`src/rtl/program_loader.sv`:
```
// Program loader: streams words into instruction/data memories, then runs the core.
// Optional LOADER_CHECKSUM_EN adds an XOR checksum of every accepted word.
module program_loader #(
  parameter int DATA_W  = 32,
  parameter int I_DEPTH = 64,
  parameter int D_DEPTH = 64
) (
  input  logic                         clk,
  input  logic                         reset,
  input  logic                         begin_load,
  input  logic                         in_valid,
  output logic                         in_ready,
  input  logic [DATA_W-1:0]            in_word,
  input  logic                         add_into,
  input  logic                         load_end,
  input  logic                         exec_done,
  output logic                         imem_we,
  output logic                         dmem_we,
  output logic [$clog2(I_DEPTH)-1:0]   imem_addr,
  output logic [$clog2(D_DEPTH)-1:0]   dmem_addr,
  output logic [DATA_W-1:0]            imem_wdata,
  output logic [DATA_W-1:0]            dmem_wdata,
  output logic                         start_signal,
  output logic [$clog2(I_DEPTH+1)-1:0] i_count,
  output logic [$clog2(D_DEPTH+1)-1:0] d_count,
`ifdef LOADER_CHECKSUM_EN
  output logic [DATA_W-1:0]            checksum,
`endif
  output logic                         overflow
);
  localparam int IAW = $clog2(I_DEPTH);
  localparam int DAW = $clog2(D_DEPTH);
  localparam int ICW = $clog2(I_DEPTH + 1);
  localparam int DCW = $clog2(D_DEPTH + 1);
  localparam logic [ICW-1:0] I_FULL = ICW'(I_DEPTH);
  localparam logic [DCW-1:0] D_FULL = DCW'(D_DEPTH);

  typedef enum logic [1:0] {IDLE, LOAD, RUN, HALT} state_e;

  state_e state_q, state_d;

  logic              accept;
  logic              enter_load;
  logic              imem_we_q, imem_we_d;
  logic              dmem_we_q, dmem_we_d;
  logic [IAW-1:0]    imem_addr_q, imem_addr_d;
  logic [DAW-1:0]    dmem_addr_q, dmem_addr_d;
  logic [DATA_W-1:0] imem_wdata_q, imem_wdata_d;
  logic [DATA_W-1:0] dmem_wdata_q, dmem_wdata_d;
  logic [ICW-1:0]    i_count_q, i_count_d;
  logic [DCW-1:0]    d_count_q, d_count_d;
  logic              overflow_q, overflow_d;
`ifdef LOADER_CHECKSUM_EN
  logic [DATA_W-1:0] checksum_q, checksum_d;
`endif

  always_ff @(posedge clk) begin
    if (!reset) state_q <= IDLE;
    else        state_q <= state_d;
  end

  always_comb begin
    state_d = state_q;
    unique case (state_q)
      IDLE:    if (begin_load) state_d = LOAD;
      LOAD:    if (load_end)   state_d = RUN;
      RUN:     if (exec_done)  state_d = HALT;
      HALT:    if (begin_load) state_d = LOAD;
      default: state_d = IDLE;
    endcase
  end

  always_comb begin
    in_ready     = 1'b0;
    start_signal = 1'b0;
    unique case (state_q)
      LOAD: in_ready = add_into ? (d_count_q != D_FULL)
                                : (i_count_q != I_FULL);
      RUN:  start_signal = 1'b1;
      default: ;
    endcase
  end

  assign accept     = in_valid & in_ready;
  assign enter_load = begin_load & ((state_q == IDLE) | (state_q == HALT));

  always_comb begin
    imem_we_d    = 1'b0;
    dmem_we_d    = 1'b0;
    imem_addr_d  = imem_addr_q;
    dmem_addr_d  = dmem_addr_q;
    imem_wdata_d = imem_wdata_q;
    dmem_wdata_d = dmem_wdata_q;
    i_count_d    = i_count_q;
    d_count_d    = d_count_q;
    overflow_d   = overflow_q;
`ifdef LOADER_CHECKSUM_EN
    checksum_d   = checksum_q;
`endif
    if (enter_load) begin
      i_count_d  = '0;
      d_count_d  = '0;
      overflow_d = 1'b0;
`ifdef LOADER_CHECKSUM_EN
      checksum_d = '0;
`endif
    end
    if (accept) begin
      if (add_into) begin
        dmem_we_d    = 1'b1;
        dmem_addr_d  = d_count_q[DAW-1:0];
        dmem_wdata_d = in_word;
        d_count_d    = d_count_q + DCW'(1);
      end else begin
        imem_we_d    = 1'b1;
        imem_addr_d  = i_count_q[IAW-1:0];
        imem_wdata_d = in_word;
        i_count_d    = i_count_q + ICW'(1);
      end
`ifdef LOADER_CHECKSUM_EN
      checksum_d = checksum_q ^ in_word;
`endif
    end
    // Offer refused only because the selected memory is full
    if ((state_q == LOAD) && in_valid && !in_ready) overflow_d = 1'b1;
  end

  always_ff @(posedge clk) begin
    if (!reset) begin
      imem_we_q    <= 1'b0;
      dmem_we_q    <= 1'b0;
      imem_addr_q  <= '0;
      dmem_addr_q  <= '0;
      imem_wdata_q <= '0;
      dmem_wdata_q <= '0;
      i_count_q    <= '0;
      d_count_q    <= '0;
      overflow_q   <= 1'b0;
`ifdef LOADER_CHECKSUM_EN
      checksum_q   <= '0;
`endif
    end else begin
      imem_we_q    <= imem_we_d;
      dmem_we_q    <= dmem_we_d;
      imem_addr_q  <= imem_addr_d;
      dmem_addr_q  <= dmem_addr_d;
      imem_wdata_q <= imem_wdata_d;
      dmem_wdata_q <= dmem_wdata_d;
      i_count_q    <= i_count_d;
      d_count_q    <= d_count_d;
      overflow_q   <= overflow_d;
`ifdef LOADER_CHECKSUM_EN
      checksum_q   <= checksum_d;
`endif
    end
  end

  assign imem_we    = imem_we_q;
  assign dmem_we    = dmem_we_q;
  assign imem_addr  = imem_addr_q;
  assign dmem_addr  = dmem_addr_q;
  assign imem_wdata = imem_wdata_q;
  assign dmem_wdata = dmem_wdata_q;
  assign i_count    = i_count_q;
  assign d_count    = d_count_q;
  assign overflow   = overflow_q;
`ifdef LOADER_CHECKSUM_EN
  assign checksum   = checksum_q;
`endif

endmodule

```
`config.mk`:
```
export PLATFORM = sky130hd
export DESIGN_NAME = program_loader
export DESIGN_NICKNAME = d
export VERILOG_FILES = /design/src/rtl/program_loader.sv
export SDC_FILE = /design/constraint.sdc
export NUM_CORES = 1
export LEC_CHECK = 0
export CAP_MARGIN = 10
export CORE_MARGIN = 2
export CORE_UTILIZATION = 42
export CTS_BUF_LIST = sky130_fd_sc_hd__clkbuf_8
export DETAILED_ROUTE_END_ITERATION = 7
export PLACE_DENSITY = 0.85
export SKIP_LAST_GASP = 1
export SLEW_MARGIN = 20
export SYNTH_ARGS = -nofsm -noshare
export SYNTH_HDL_FRONTEND = slang
export SYNTH_SLANG_ARGS = --single-unit
export TNS_END_PERCENT = 100
```
`constraint.sdc`:
```
create_clock -name clk -period 1.55 [get_ports clk]
set_input_delay 0.2325 -clock clk [delete_from_list [all_inputs] [get_ports clk]]
set_output_delay 0.2325 -clock clk [all_outputs]
set_load 0.1 [all_outputs]
```
==> impl_summary.md, run 1 <==
Cells and area
After the last flow step, the layout net total stands at about 700. The filler cell count in the final layout is 269. The antenna diode count is 0.

Registers take roughly 2000 um2. The finished cells cover 8174 um2. The layout-stage area growth over the synthesis result is 113.0%.

Summing all multi-input logic gate instances after layout gives 2616 um2. The post-route netlist has between 50% and 60% of its cells at a drive strength greater than 1.

Drt
After detailed routing, the total wire length is 18.86 mm. For this run, the detailed router's first-pass iteration total came to 5. The average detailed-routed wire length per instance is about 25 um. After detailed routing, the number of remaining DRC violations is 0. The count of routing violations after the opening detailed-route iteration is around 260.

The count of nets left with antenna violations once routing finished came out at 0. The final route contains 4,534 vias. In the routed layout, each cell is associated on average with a via count of 6.037.

Die
The die area is 9917 um2. The height of the die is about 100 um. The initial core utilization is about 44%. The core footprint is 8806 um2. The initialized floorplan defines 34 standard-cell rows. The I/O pin count is 134. Measured along the x axis, the die boundary spans 99.59 um.

Global routing
The number of antenna violations at the first check in global routing came to 0. Global routing used 29.05% of the available tracks. The layer carrying the most global-route usage is met2.

The first global-routing pass estimated 22.63 mm of wire. The pin count of the biggest net entering global routing is 63. For this run, global-route usage on met3 was measured as 6.325%. The met2 track demand over resource in global routing is 51.25%. The via count of the first global-routing pass is 4,362. The aggregate global routing overflow is 0. Global routing consumed, on the met1 layer, 33.06% of the routing resources.

Clocking
Counting the buffers created by CTS gives 9. In this run the number of H-tree levels came out at 3. The clock latency reported for the late side of the worst-skew pair is between 0.3 and 0.4 ns. The register clock-pin slew on the reported worst setup and hold paths is 0.10 ns. The buffer type at the clock tree root is sky130_fd_sc_hd__clkbuf_8. The tree built by TritonCTS fans out to 95 sinks.

The clock passes through at most 2 buffers. TritonCTS built the clock tree.

Placement
The placed standard-cell area is 6575 um2. Prior to clock tree synthesis, the placed netlist has a worst setup slack of -0.4914 ns. Summed over all nets, the half-perimeter wirelength after detailed placement is ~8.9 mm. The number of buffers added on ports is 133. Routability-driven placement finished with a final weighted congestion of between 0.8 and 0.9.

STA
The maximum achievable frequency is 540.6 MHz. The worst setup skew after layout is 0.01785 ns. Setup repair after global routing could not meet its margin everywhere. The total count of hold-check failures in the final report is 0.

Once routing completed, OpenROAD measured the worst setup slack at -0.2999 ns. The worst path uses 119.4% of the clock period. At the pin with the least slew margin, the transition time is ~0.64 ns.

Setup violations remaining at the end of the flow were counted as 94. Hold timing on the final database bottoms out at a slack of just over 0.4 ns. The post-route minimum period is ~1.8 ns. In this run the tightest slew margin relative to its limit is 56.55%. The total count of max-transition violations in the final report is 0.

Critical path
The critical-path maximum fanout is 8. The nature of the critical path startpoint is a flop. The kind of capture point of the worst setup path is a flop. The critical path class is flop to flop. The data arrival time of the critical path is between 2 and 2.5 ns. For the worst setup path, the data required time is around 1.8 ns.

Synthesis
The count of flip-flops with a built-in enable after synthesis is 0. The share of Yosys cell area claimed by the top area cell type is approximately half. Of all flip-flops after synthesis, the portion carrying an async set or reset was 0%.

The post-synthesis cell type with the largest combined area is sky130_fd_sc_hd__dfxtp_1. The number of distinct standard cells referenced by the synthesized netlist is 39. When the netlist entered floorplanning its net count stood at 497.

Synthesis produced a netlist whose cell count is about 450. In the post-synthesis netlist, the cell with the most instances is sky130_fd_sc_hd__nand2_1. The proportion of synthesized chip area in sequential cells is 49.56%. Sorting the synthesized cells by area gives the leading types as sky130_fd_sc_hd__dfxtp_1, sky130_fd_sc_hd__nand2_1, sky130_fd_sc_hd__a21boi_0, sky130_fd_sc_hd__nand3_1, sky130_fd_sc_hd__buf_2. Synthesis inferred 95 register bits. For this run, the leading register cell type out of synthesis is sky130_fd_sc_hd__dfxtp_1. Counting instances in the post-synthesis netlist gives the leading cell types as sky130_fd_sc_hd__nand2_1, sky130_fd_sc_hd__dfxtp_1, sky130_fd_sc_hd__a21boi_0, sky130_fd_sc_hd__nand3_1. The average size of a mapped cell is 8.452 um2. During synthesis, Yosys emitted a total of 0 warnings. The post-synth design cell area is ~3800 um2.

Power
VDD sags by at most 0.001315 V. The cell leakage power is 3.126 nW. The power per standard cell area is 1030 nW/um2.

Status
The flow ran to the end, but the final reports show violations. The final reports fail on negative setup slack.

Flow run
The tool flagged a number of max-cap violations equal to 0.

Hold path
The worst min-delay path class is input port to flop.
cell type report:
cell class                 instances  share of cell area (%)
clock buffer                      10                   1.684
timing repair buffer             203                   39.71
multi-input combinational        319                   32.01
tap                              108                   1.653
sequential                        95                   23.97
inverter                          10                  0.4592
clock inverter                     6                  0.5204
cells in the final DEF (no fill, tap or decap), types with 4 or more instances in the layout:
cell | Yosys | final
sky130_fd_sc_hd__dfxtp_1 | 95 | 79
sky130_fd_sc_hd__clkbuf_16 | 0 | 7
sky130_fd_sc_hd__clkdlybuf4s50_1 | 0 | 37
sky130_fd_sc_hd__o21ai_2 | 0 | 5
sky130_fd_sc_hd__nand2_2 | 0 | 31
sky130_fd_sc_hd__a21boi_1 | 1 | 29
sky130_fd_sc_hd__nand3_1 | 17 | 12
sky130_fd_sc_hd__clkbuf_8 | 0 | 10
sky130_fd_sc_hd__nand2_4 | 0 | 49
sky130_fd_sc_hd__buf_12 | 0 | 109
sky130_fd_sc_hd__buf_4 | 3 | 33
sky130_fd_sc_hd__buf_6 | 1 | 10
sky130_fd_sc_hd__nor2b_1 | 8 | 8
sky130_fd_sc_hd__nand2_1 | 150 | 70
sky130_fd_sc_hd__buf_16 | 0 | 5
sky130_fd_sc_hd__dfxtp_4 | 0 | 15
sky130_fd_sc_hd__a21boi_2 | 0 | 41
sky130_fd_sc_hd__inv_1 | 10 | 8
sky130_fd_sc_hd__and3_4 | 0 | 4
sky130_fd_sc_hd__and3_1 | 8 | 4
layer usage:
layer | part of all wire (%) | wire [um]
met1 | 36 | 6761
met2 | 52 | 9728
met3 | 8.0 | 1504
met4 | 4.6 | 866
met5 | 0 | 0
sequential cells by signal, indices dropped and copies added, names as in the netlist:
name,cells
imem_we,1
i_count,7
d_count,7
overflow,1
dmem_wdata,32
imem_wdata,32
imem_addr,6
state_q,2
dmem_we,1
dmem_addr,6
through the flow:
step	TNS (ns)	total power, mW	instances	util, %
4_1_cts	-16.19	7.581	738	81.49
2_1_floorplan	-4.598	4.496	454	-
3_3_place_gp	-27.49	5.628	706	74.67
3_5_place_dp	-35.23	5.727	706	74.67
5_1_grt	-20.18	8.623	751	92.82
6_report	-16.46	8.421	751	92.82
cells by family (layout without fill, tap and decap cells):
family                     Yosys count  in the layout  share of synthesized area, %
adders and majority gates            4              4                         1.304
AOI/OAI and AO/OA                  105            105                         19.95
buffers and inverters               40            229                         4.826
DFF                                 95             95                         49.56
muxes                                1              1                        0.2609
and+or+nand+nor                    207            207                         23.64
xor gates and xnor gates             2              2                        0.4566
report_power, final:
part           internal, mW  leakage, nW  switching, mW
sequential             2.59        0.780          0.219
clock                 0.637       0.0969          0.970
combinational          1.63         2.25           2.37
critical path: stages, from the launching register on:
cell	delay (ns)
sky130_fd_sc_hd__dfxtp_4	0.37
sky130_fd_sc_hd__nor4_4	0.29
sky130_fd_sc_hd__nand2_1	0.13
sky130_fd_sc_hd__buf_4	0.16
sky130_fd_sc_hd__buf_6	0.12
sky130_fd_sc_hd__and3_4	0.26
sky130_fd_sc_hd__buf_6	0.16
sky130_fd_sc_hd__o21ai_2	0.13
sky130_fd_sc_hd__o211ai_1	0.11
timing repair:
item                       in CTS  in global routing
pin swaps                      19                114
cloned                          6                  7
setup endpoints to repair      91                 95
setup buffers                  10                  9
resized for setup              71                254
hold buffers                    0                  0
final timing paths:
kind                startpoint           end  slack (ns)  cells after the start
setup / recovery    i_count[5]    i_count[4]       -0.30                      8
hold / removal           reset    i_count[1]        0.41                      3
setup reg to reg    i_count[5]    i_count[4]       -0.30                      8
hold reg to reg   dmem_addr[2]  dmem_addr[2]        0.50                      2
Note: power is estimated with default switching activity, not from simulation.
==> run 2: changes to the inputs <==
--- a/config.mk
+++ b/config.mk
@@ -11,6 +11,7 @@
 export CTS_BUF_LIST = sky130_fd_sc_hd__clkbuf_8
 export DETAILED_ROUTE_END_ITERATION = 7
 export PLACE_DENSITY = 0.85
+export RECOVER_POWER = 50
 export SKIP_LAST_GASP = 1
 export SLEW_MARGIN = 20
 export SYNTH_ARGS = -nofsm -noshare
==> impl_summary.md, run 2 (synthesis results as in run 1) <==
Cells and area
The layout-stage area growth over the synthesis result is 94.69%. In the layout the commonest cells are sky130_fd_sc_hd__dfxtp_1, sky130_fd_sc_hd__nand2_1, sky130_fd_sc_hd__buf_12. The ratio of cells with drive above 1 in the final layout was 56.14% (unchanged).

The final net count was 681 (unchanged). The count of non-filler cells in the finished layout is 751 (unchanged). The filler cell count in the final layout is 361 (+34%). The antenna diode count came to 0 (unchanged).

The commonest non-fill, non-tap cell in the layout is sky130_fd_sc_hd__dfxtp_1.

Drt
The total iterations of the first detailed-routing run is 5 (unchanged). The residual antenna-violating net count after detailed routing is 0 (unchanged). The total detailed-routing wirelength came to 18.95 mm (+0.49%). The number of remaining DRC errors is 0 (unchanged).

The count of routing violations after the opening detailed-route iteration is 331 (+27%). The routed via count came to 4,508 (-0.57%). The detailed-route vias per instance is 6.003 (-0.57%). The average detailed-routed wire length per instance is 25.24 um (+0.49%).

Critical path
The required arrival time at the worst endpoint came to 1.80 ns (about the same). The worst setup path is captured at a flop. The register-to-register path setup slack is -0.30 ns (about the same). The data arrival time of the critical path is 2.10 ns (about the same). The source of the worst register-to-register timing path is i_count[5].

The worst register-to-register path ends at i_count[4]. The worst setup path is launched from a flop. The critical path class is flop to flop.

The critical-path maximum fanout is 8 (unchanged). The depth of the worst register-to-register path is 8 (unchanged).

Global routing
The first-pass GRT wire length is 22.63 mm (unchanged). The global routing usage summed across all routing layers is 29.05% (unchanged). The met3 track demand over resource in global routing is 6.325% (unchanged). The number of antenna violations at the first check in global routing is 0 (unchanged). The met2 track demand over resource in global routing came to 51.25% (unchanged). After global routing, the most crowded layer is met2.

The pin count of the biggest net entering global routing came to 63 (unchanged). The global routing met1 resource utilization came to 33.06% (unchanged). The aggregate global routing overflow is 0 (unchanged). The via count of the first global-routing pass is 4,362 (unchanged).

Placement
The setup slack after placement came to -0.4914 ns (unchanged). The total instance count after detailed placement is 706 (unchanged). The number of buffers added on ports was 133 (unchanged). The routability congestion estimate from global placement is 0.8858 (unchanged). The HPWL reported at the end of detailed placement came to 8.883 mm (unchanged).

Clocking
The number of buffers inserted by hold repair at cts came to 0 (unchanged). The number of H-tree levels is 3 (unchanged). The buffer levels on the longest clock path is 2 (unchanged).

The clock latency reported for the late side of the worst-skew pair is 0.38 ns (about the same). The TritonCTS buffer count was 9 (unchanged). The CTS tree is built. The register clock-pin slew on the reported worst setup and hold paths is 0.10 ns (about the same). CTS placed an instance of sky130_fd_sc_hd__clkbuf_8 at the clock tree root.

The clock sink total is 95 (unchanged).

Die
The I/O pin count is 134 (unchanged). The height of the die is 99.59 um (unchanged). The initial core utilization was 43.58% (unchanged). The overall die width was 99.59 um (unchanged). The number of standard-cell rows in the floorplan was 34 (unchanged).

The core footprint came to 8806 um2 (unchanged). The die area is 9917 um2 (unchanged).

Hold path
The launch point of the worst hold path is reset. The number of stages on the worst hold path was 3 (unchanged). The worst min-delay path endpoint is i_count[1]. The worst min-delay path class is input port to flop.

Power
The cell leakage power is 2.989 nW (-4.4%). The part of the total power dissipated in sequential elements is 33.8% (+0.5 points). The internal power component is 4.655 mW (-4.2%).

The net switching power is 3.529 mW (-0.92%). The clock group share of total power was 19.8% (+0.7 points). The combinational group share of total power is 46.4% (-1.2 points). The power per standard cell area is 1095 nW/um2 (+6.3%). The worst voltage drop across the vdd grid is 0.001309 V (-0.50%). The switching share of power came to 43.12% (+0.83 points).

Status
The run finished, with violations left. The final reports fail on negative setup slack.

STA
The total count of max-transition violations in the final report was 0 (unchanged). The final-report setup violation count is 94 (unchanged). The least setup slack across all paths after layout is -0.3012 ns (-0.001208 ns). Setup repair after global routing could not meet its margin everywhere. The final clock period utilization by the worst path is 119.4% (about the same). The worst slew margin relative to its limit is 54.50% (-2.0 points). The post-route minimum period is 1.851 ns (+0.001208 ns). The maximum achievable frequency is 540.2 MHz (about the same). The worst setup skew after layout is 0.02080 ns (+0.002957 ns).

The total count of hold-check failures in the final report came to 0 (unchanged). The transition at the pin with the smallest max-transition slack is 0.6739 ns (+0.03034 ns).

Flow run
The count of max-cap constraint violations came to 0 (unchanged).
run 2: changes by cell type in the layout (fill, tap and decap cells not counted), sizes merged:
cell    change
buf        -14
clkbuf     +14
run 2: worst max path at each step:
stage	from	end	slack (ns)
6_report	i_count[5]	i_count[4]	-0.30
5_1_grt	i_count[5]	in_ready	-0.35
4_1_cts	i_count[2]	in_ready	-0.28
3_5_place_dp	add_into	imem_wdata[7]	-0.49
3_3_place_gp	add_into	i_count[2]	-0.38
2_1_floorplan	d_count[2]	i_count[5]	-0.14
run 2: layer usage:
layer / part of all wire, % / vias to the layer above / wire, um
li1: - / 1912 / -
met1: 37 / 2186 / 6989
met2: 50 / 313 / 9530
met3: 7.6 / 97 / 1437
met4: 5.2 / 0 / 995
met5: 0 / - / 0
run 2: layout make-up:
| class | count | area [um2] | share of cell area [%] |
|---|---|---|---|
| inverter | 10 | 37.54 | 0.5024 |
| sequential | 95 | 1959 | 26.23 |
| clock buffer | 10 | 137.6 | 1.842 |
| clock inverter | 6 | 42.54 | 0.5694 |
| multi-input combinational | 319 | 2616 | 35.02 |
| timing repair buffer | 203 | 2542 | 34.03 |
| tap | 108 | 135.1 | 1.809 |
run 2: power groups by stage:
stage	Clock, mW	Sequential (mW)	Combinational [mW]
after floorplan	0	3.66	0.834
after detailed placement	0	2.80	2.93
after global placement	0	2.78	2.85
after global routing	1.70	2.78	3.90
after CTS	1.54	2.75	3.28
final	1.62	2.77	3.80
run 2: critical path, cell delays in order, from the launching register on:
cell	delay, ns
sky130_fd_sc_hd__dfxtp_4	0.37
sky130_fd_sc_hd__nor4_4	0.30
sky130_fd_sc_hd__nand2_1	0.14
sky130_fd_sc_hd__buf_4	0.16
sky130_fd_sc_hd__buf_6	0.12
sky130_fd_sc_hd__and3_4	0.26
sky130_fd_sc_hd__buf_6	0.16
sky130_fd_sc_hd__o21ai_2	0.13
sky130_fd_sc_hd__o211ai_1	0.11
run 2: repair_timing:
action	in CTS	in global routing
buffers inserted	10	9
setup endpoints to repair	91	95
cloned	6	7
pin swaps	19	114
gates resized for setup	71	254
run 2: through the flow:
stage	setup TNS [ns]	utilization (%)	area, um2	total power [mW]	hold slack [ns]
after floorplan	-4.598	-	3943	4.496	0.3774
after CTS	-16.19	81.49	7176	7.581	0.3354
final	-16.33	84.84	7471	8.184	0.4035
after global placement	-27.49	74.67	6575	5.628	0.4830
after global routing	-20.09	84.84	7471	8.379	0.3971
after detailed placement	-35.23	74.67	6575	5.727	0.4926
==> run 3: changes to the inputs <==
--- a/config.mk
+++ b/config.mk
@@ -5,11 +5,11 @@
 export SDC_FILE = /design/constraint.sdc
 export NUM_CORES = 1
 export LEC_CHECK = 0
-export CAP_MARGIN = 10
 export CORE_MARGIN = 2
 export CORE_UTILIZATION = 42
 export CTS_BUF_LIST = sky130_fd_sc_hd__clkbuf_8
 export DETAILED_ROUTE_END_ITERATION = 7
+export MAX_ROUTING_LAYER = met4
 export PLACE_DENSITY = 0.85
 export RECOVER_POWER = 50
 export SKIP_LAST_GASP = 1
==> impl_summary.md, run 3 (synthesis results as in run 1) <==
Status
The run finished, with violations left. The final reports fail on negative setup slack.

Cells and area
Leaving out fill and tap cells, the most frequent cell in the layout is sky130_fd_sc_hd__dfxtp_1. The antenna diode count is 0 (unchanged). The final net count is 680 (-0.15%). The filler cell count in the final layout is 365 (+1.1%).

In the layout the commonest cells are sky130_fd_sc_hd__dfxtp_1, sky130_fd_sc_hd__nand2_1, sky130_fd_sc_hd__buf_12. The post-route cell area is 7478 um2 (+0.10%). The layout-stage area growth over the synthesis result is 94.88%. The fraction of the core area covered by cells at the end of the flow is 84.92% (+0.085 points). The ratio of cells with drive above 1 in the final layout came to 56.39% (+0.24 points).

Global routing
The first-pass GRT wire length is 22.65 mm (+0.12%). The global routing usage summed across all routing layers was 29.91% (+0.86 points). The number of antenna violations at the first check in global routing was 0 (unchanged).

The aggregate global routing overflow is 0 (unchanged). The pin count of the biggest net entering global routing is 63 (unchanged). The via count of the first global-routing pass is 4,370 (+0.18%).

Clocking
The number of H-tree levels is 3 (unchanged). TritonCTS built the clock tree. The buffer levels on the longest clock path is 2 (unchanged).

The buffer type at the clock tree root is sky130_fd_sc_hd__clkbuf_8. The clock sink total came to 95 (unchanged). The clock latency reported for the late side of the worst-skew pair is 0.37 ns (about the same). The TritonCTS buffer count came to 9 (unchanged).

The register clock-pin slew on the reported worst setup and hold paths is 0.11 ns (about the same). The number of buffers inserted by hold repair at cts was 0 (unchanged).

Critical path
The nature of the critical path startpoint is a flop. The data arrival time of the critical path is 1.62 ns (-0.48 ns). The required arrival time at the worst endpoint was 1.32 ns (-0.48 ns). The kind of capture point of the worst setup path is an output pin. The critical-path maximum fanout is 2 (-6). The critical path class is flop to output pin.

Die
The I/O pin count is 134 (unchanged). The height of the die came to 99.59 um (unchanged). The number of standard-cell rows in the floorplan is 34 (unchanged). The overall die width is 99.59 um (unchanged).

The initial core utilization was 43.58% (unchanged). The die area is 9917 um2 (unchanged). The core footprint is 8806 um2 (unchanged).

Drt
The average detailed-routed wire length per instance came to 25.63 um (+1.6%). The count of routing violations after the opening detailed-route iteration is 293 (-11%). The detailed-route vias per instance is 6.039 (+0.60%). The routed via count is 4,529 (+0.47%).

The total detailed-routing wirelength is 19.22 mm (+1.4%). The total iterations of the first detailed-routing run came to 6 (+1). The number of remaining DRC errors came to 0 (unchanged).

The residual antenna-violating net count after detailed routing is 0 (unchanged).

STA
The final-layout setup total negative slack is -16.02 ns (+0.3117 ns). The worst setup skew after layout was 0.01105 ns (-0.009755 ns). The total count of max-transition violations in the final report was 0 (unchanged). The post-route minimum period was 1.852 ns (+0.001149 ns). The final-report setup violation count is 95 (+1.1%). The worst slew margin relative to its limit is 62.83% (+8.3 points). The transition at the pin with the smallest max-transition slack is 0.5600 ns (-0.1140 ns). The least setup slack across all paths after layout is -0.3023 ns (-0.001149 ns). The total count of hold-check failures in the final report was 0 (unchanged). Setup repair after global routing could not meet its margin everywhere. The final clock period utilization by the worst path is 119.5% (about the same).

The maximum achievable frequency came to 539.9 MHz (about the same).

Flow run
The count of max-cap constraint violations is 0 (unchanged).

Power
The cell leakage power is 3.013 nW (+0.81%). The power per standard cell area is 1097 nW/um2 (+0.11%). The worst voltage drop across the vdd grid was 0.001336 V (+2.1%).

Placement
The routability congestion estimate from global placement was 0.9006 (+1.7%). The setup slack after placement is -0.4914 ns (unchanged). The HPWL reported at the end of detailed placement is 8.883 mm (unchanged). The placed standard-cell area was 6575 um2 (unchanged). The number of buffers added on ports came to 133 (unchanged).

Hold path
The worst min-delay path class is input port to flop.
==> run 3: cell types whose count changed in the layout (fill, tap and decap cells not counted), sizes merged <==
cell / change
buf: -1
==> run 3: per-stage QoR <==
step | instances | hold WS, ns | total power [mW]
6_report | 750 | 0.4046 | 8.201
4_1_cts | 738 | 0.3354 | 7.581
3_5_place_dp | 706 | 0.4926 | 5.727
2_1_floorplan | 454 | 0.3774 | 4.496
5_1_grt | 750 | 0.3936 | 8.402
3_3_place_gp | 706 | 0.4830 | 5.628
==> run 3: final timing paths <==
check | from | to | slack (ns) | cells after the start
setup / recovery | i_count[5] | in_ready | -0.30 | 5
hold / removal | reset | d_count[0] | 0.40 | 4
setup reg to reg | i_count[5] | i_count[4] | -0.30 | 8
hold reg to reg | imem_wdata[9] | imem_wdata[9] | 0.46 | 2
==> run 3: layout make-up <==
class / count / area [um2] / share of cell area, %
Inverter: 10 / 37.54 / 0.5019
Timing Repair Buffer: 202 / 2524 / 33.75
Sequential cell: 95 / 1959 / 26.20
Clock buffer: 10 / 137.6 / 1.840
Clock inverter: 6 / 42.54 / 0.5688
Tap cell: 108 / 135.1 / 1.807
Multi-Input combinational cell: 319 / 2643 / 35.34
==> run 3: power by group <==
part | switching (mW) | total, mW | leakage (nW) | internal, mW
registers | 0.177 | 2.76 | 0.780 | 2.59
clock network | 0.993 | 1.63 | 0.0969 | 0.637
logic | 2.38 | 3.81 | 2.14 | 1.42
==> run 3: metal layers <==
metal	vias up	track usage (%)	wire length, um
met1	2194	33.62	6958
met4	0	14.44	1051
met2	334	51.25	9799
met5	-	-	0
li1	1906	-	-
met3	95	5.411	1414
==> run 3: worst max-delay path, cell delays in order (launching register included) <==
cell,delay [ns]
sky130_fd_sc_hd__dfxtp_4,0.37
sky130_fd_sc_hd__nor4_4,0.29
sky130_fd_sc_hd__nand2_1,0.13
sky130_fd_sc_hd__buf_6,0.14
sky130_fd_sc_hd__and3_4,0.15
sky130_fd_sc_hd__buf_12,0.16
==> run 3: timing repair <==
item / 4_1_cts / 5_1_grt
buffers inserted: 10 / 8
resized for setup: 71 / 261
pin swaps: 19 / 111
gates cloned: 6 / 7
setup endpoints to repair: 91 / 95
